==> src/rtl/feature_stream_fifo.sv <==
// First-word-fall-through FIFO feeding the convolution pipeline from the host
// write stream, with frame tracking (tlast / frame_done) and a sticky overflow flag.
module feature_stream_fifo #(
    parameter int DEPTH       = 16,
    parameter int FRAME_WORDS = 1024
) (
    input  logic                       bus_clk,
    input  logic                       bus_rst,
    input  logic                       user_w_write_feature_32_wren,
    input  logic [31:0]                user_w_write_feature_32_data,
    input  logic                       user_w_write_feature_32_open,
    output logic                       user_w_write_feature_32_full,
    output logic [31:0]                feat_tdata,
    output logic                       feat_tvalid,
    input  logic                       feat_tready,
    output logic                       feat_tlast,
    output logic                       frame_done,
    output logic                       overflow,
    output logic [$clog2(DEPTH):0]     level
);
    localparam int             AW       = $clog2(DEPTH);
    localparam logic [AW:0]    FULL_LVL = (AW+1)'(DEPTH);
    localparam logic [15:0]    LAST_CNT = 16'(FRAME_WORDS - 1);

    logic [31:0]   r_mem [DEPTH];
    logic [AW-1:0] r_wptr;
    logic [AW-1:0] r_rptr;
    logic [AW:0]   r_level;
    logic [15:0]   r_frame_cnt;
    logic          r_open_prev;
    logic          r_overflow;
    logic          r_frame_done;

    logic w_full;
    logic w_valid;
    logic w_push;
    logic w_pop;
    logic w_last;
    logic w_open_edge;

    assign w_full      = (r_level == FULL_LVL);
    assign w_valid     = (r_level != '0);
    assign w_push      = user_w_write_feature_32_wren && !w_full && !bus_rst;
    assign w_pop       = w_valid && feat_tready;
    assign w_last      = w_valid && (r_frame_cnt == LAST_CNT);
    assign w_open_edge = user_w_write_feature_32_open && !r_open_prev;

    // Storage is not reset; the pointers and level define what is valid.
    always_ff @(posedge bus_clk) begin
        if (w_push) r_mem[r_wptr] <= user_w_write_feature_32_data;
    end

    always_ff @(posedge bus_clk) begin
        if (bus_rst) begin
            r_wptr  <= '0;
            r_rptr  <= '0;
            r_level <= '0;
        end else begin
            if (w_push) r_wptr <= r_wptr + 1'b1;
            if (w_pop)  r_rptr <= r_rptr + 1'b1;
            case ({w_push, w_pop})
                2'b10:   r_level <= r_level + 1'b1;
                2'b01:   r_level <= r_level - 1'b1;
                default: r_level <= r_level;
            endcase
        end
    end

    // Open-edge clear wins over a coincident pop or overflow event.
    always_ff @(posedge bus_clk) begin
        if (bus_rst) begin
            r_frame_cnt  <= '0;
            r_open_prev  <= 1'b0;
            r_overflow   <= 1'b0;
            r_frame_done <= 1'b0;
        end else begin
            r_open_prev  <= user_w_write_feature_32_open;
            r_frame_done <= w_pop && w_last;
            if (w_open_edge) begin
                r_frame_cnt <= '0;
                r_overflow  <= 1'b0;
            end else begin
                if (w_pop) r_frame_cnt <= (r_frame_cnt == LAST_CNT) ? 16'd0 : r_frame_cnt + 16'd1;
                if (user_w_write_feature_32_wren && w_full) r_overflow <= 1'b1;
            end
        end
    end

    assign user_w_write_feature_32_full = w_full;
    assign feat_tdata  = r_mem[r_rptr];
    assign feat_tvalid = w_valid;
    assign feat_tlast  = w_last;
    assign frame_done  = r_frame_done;
    assign overflow    = r_overflow;
    assign level       = r_level;
endmodule

==> config.mk <==
export PLATFORM = sky130hd
export DESIGN_NAME = feature_stream_fifo
export DESIGN_NICKNAME = d
export VERILOG_FILES = /design/src/rtl/feature_stream_fifo.sv
export SDC_FILE = /design/constraint.sdc
export NUM_CORES = 1
export LEC_CHECK = 0
export ABC_AREA = 1
export BUFFER_PORTS_ARGS = -buffer_cell sky130_fd_sc_hd__buf_2
export CELL_PAD_IN_SITES_DETAIL_PLACEMENT = 0
export CELL_PAD_IN_SITES_GLOBAL_PLACEMENT = 1
export CORE_MARGIN = 3
export CORE_UTILIZATION = 53
export CTS_BUF_LIST = sky130_fd_sc_hd__clkbuf_4 sky130_fd_sc_hd__clkbuf_8
export CTS_CLUSTER_SIZE = 16
export DETAILED_ROUTE_END_ITERATION = 6
export PLACE_DENSITY_LB_ADDON = 0.1
export SYNTH_ARGS = -nofsm -noshare
export SYNTH_HDL_FRONTEND = slang
export SYNTH_SLANG_ARGS = --single-unit
export TNS_END_PERCENT = 20
==> constraint.sdc <==
create_clock -name bus_clk -period 3 [get_ports bus_clk]
set_input_delay 0.3 -clock bus_clk [delete_from_list [all_inputs] [get_ports bus_clk]]
set_output_delay 0.3 -clock bus_clk [all_outputs]
set_load 0.02 [all_outputs]
==> flow_summary.ini <==
[run_status]
status = complete, no violations

[cells_and_area]
areaGrowthSynthToFinish_pct = 11.7
nFillCells = 3444
antenna_cells = 0
finish.utilization_pct = 60.4
final_nets = 2062
finish.instance_area_um2 = 25500
drive_gt1_share_pct = 13.8
fin_cells = 2620

[clocking]
clk_pin_slew_ns = 0.06
clock_path_buffers = 3
post-cts-setup-buffers = 0
cts_htree_levels = 3
clock_sinks = 548
cts_buffers = 88
clk_latency_ns = 0.63
cts_root_buffer = clkbuf_8
cts_tree = yes

[placement]
numPlacedInstances = 2458
place_area_um2 = 23800
port_buffers = 78
place_congestion = 0.770
hpwl_um = 27400

[synthesis]
ys_top_cells_by_area = edfxtp_1, inv_1, nand3_1
synth_commonest_cells = edfxtp_1, inv_1, nand2_1, nand3_1, a21oi_1
synth_top_area_cell = edfxtp_1
syn_inst = 1904
synth_ff_type = edfxtp_1
synth.most_common_cell = edfxtp_1
synthArstFlopShare_pct = 0
synth_edf_count = 512
synth_area_um2 = 22800
synth_cell_type_count = 33
ys.warnings.count = 0
ys_seq_elements = 548
synth_fp_nets = 1950
netlist.area_leader.share_pct = 67.3
synth-seq-area-share_pct = 70.5
syn_avg_cell_area_um2 = 12.0

[grt]
grt_max_degree = 77
antenna_found_initial = 0
grt_pass1_vias = 13700
gr-usage-all-layers_pct = 21.9
overflow = 0
grt_pass1_wl_um = 76500

[job]
cap_viol_max_count = 0

[setup_path]
max_stage_delay_ns = 0.62
worst-setup-path-type = register to output pin
cpMaxStageDelayCell = dfxtp_4
path_delay_family = buffers and inverters
cp-start-kind = register
cp.required_ns = 2.70
crit_chain = buf_4 > a21oi_1 > o21ai_0 > nand3_1 > nand3_1 > nand2_1 > buf_2
crit_fanout = 46
path_buf_inv = 2
cp-end-kind = output pin
arrival_ns = 2.41
crit_path_frequent_cell = nand3_1

[detailed_routing]
post_drt_wl_per_cell_um = 18.8
first_pass_iters = 5
drt-total-wl_um = 49300
detail-route-antenna-nets = 0
vias_per_cell = 5.38
drc = 0
vias = 14100
drtIter0Drc = 1014

[pwr]
power_density_nw_per_um2 = 756
p_leak_nw = 9.32
ir_worst_vdd_uv = 406

[sta]
fin_crit_sh_pct = 90.2
hold_viol_final = 0
report.final.slew_viol_count = 0
fin_setup_tns_ns = 0
skew_ns = 0.0166
setup_violations = 0
grt_setup_unrepaired = false
worst_slew_pin_slew_ns = 0.882
slew_headroom_pct = 41.1
period_needed_ns = 2.71
max_freq_mhz = 369

[min_path]
hp-class = primary input to register

[die]
initial_utilization_pct = 54.1
die_h_um = 214
fp.coreArea_um2 = 42200
dieWidth_um = 214
io_pins = 79
die_area_um2 = 45600
rows = 75
==> flip-flops by register name, indices dropped and copies added, names as in the netlist, named ones only <==
name         flops
level            5
overflow         1
r_mem          512
r_wptr           4
r_rptr           4
frame_done       1
r_frame_cnt     16
r_open_prev      1
==> worst reg2reg max path: stages, from the launching register on <==
cell and delay, ns:
dfxtp_1 0.41, nor2_1 0.11, nand3_1 0.14, nand2_1 0.13, nor2_2 0.22, inv_1 0.10, ha_1 0.31, nand2_1 0.10
inv_1 0.05, nor2_1 0.16, ha_1 0.18, inv_1 0.04, nand2_1 0.09, nand3_1 0.10, nand3_1 0.09, nand3_1 0.08
nand2_1 0.06, inv_1 0.03
==> final cells by class <==
class	instances	area (um2)	share of cell area, %
clock buffers	124	1500	5.88
clock inverters	31	136	0.534
inverters	293	1100	4.31
multi-input cells	954	4990	19.5
flip-flops and latches	548	16100	63.1
well taps	539	674	2.64
repair buffers	131	1020	3.99
==> power breakdown <==
part           internal (W)  switching, W  leakage [nW]  total, W
clock               0.00321       0.00274         0.869   0.00594
sequential          0.00853      0.000198          4.91   0.00873
combinational       0.00157       0.00306          3.54   0.00462
total                0.0133       0.00599          9.32    0.0193
==> path summary, 6_finish.rpt <==
check                             startpoint              to  slack, ns  cells after the start
min          user_w_write_feature_32_data[1]     r_mem[4][1]       0.05                      1
max                                 register  feat_tdata[27]       0.29                      7
min reg2reg                         overflow        overflow       0.46                      2
max reg2reg                         level[0]        level[4]       0.49                     17
==> cells in the final DEF, fill, tap and decap left out, drive strengths merged, types with 2 or more instances in the layout <==
master / count
buf: 124
dlygate4sd3: 7
nor3: 5
clkinvlp: 2
a21oi: 143
o21ai: 138
nand4: 3
o211ai: 128
dfxtp: 36
clkbuf: 124
nand3: 216
nor2: 71
inv: 294
o21bai: 2
ha: 9
xnor2: 2
nand2: 227
xor2: 6
edfxtp: 512
clkinv: 28
==> what timing repair did <==
| action | CTS | global route |
|---|---|---|
| endpoints found under the hold margin | 21 | 0 |
| gates resized for setup | 0 | 0 |
| hold buffers | 7 | 0 |
==> through the flow <==
stage	hold WS (ns)	power (W)	setup WS, ns
after floorplan	0.399	0.0125	0.0326
after global placement	0.454	0.0135	0.560
after detailed placement	0.461	0.0136	0.517
after CTS	0.00247	0.0195	0.214
after global routing	0.0237	0.0205	0.0649
final	0.0511	0.0193	0.293
==> routing by layer <==
layer	wire [um]	up-vias	GRT usage [%]
met5	0	-	0
met4	918	0	7.00
met3	2550	69	4.08
met2	23800	328	35.9
met1	22000	6784	30.3
li1	-	6917	-
==> cell families after synthesis <==
kind of cell	share of synthesized area, %
buffers and inverters	8.25
AND/OR/NAND/NOR	10.0
adder cells (fa/ha/maj)	0.493
flip-flops	70.5
AO/OA/AOI/OAI	10.5
XOR/XNOR	0.307
Note: power is estimated with default switching activity, not from simulation.
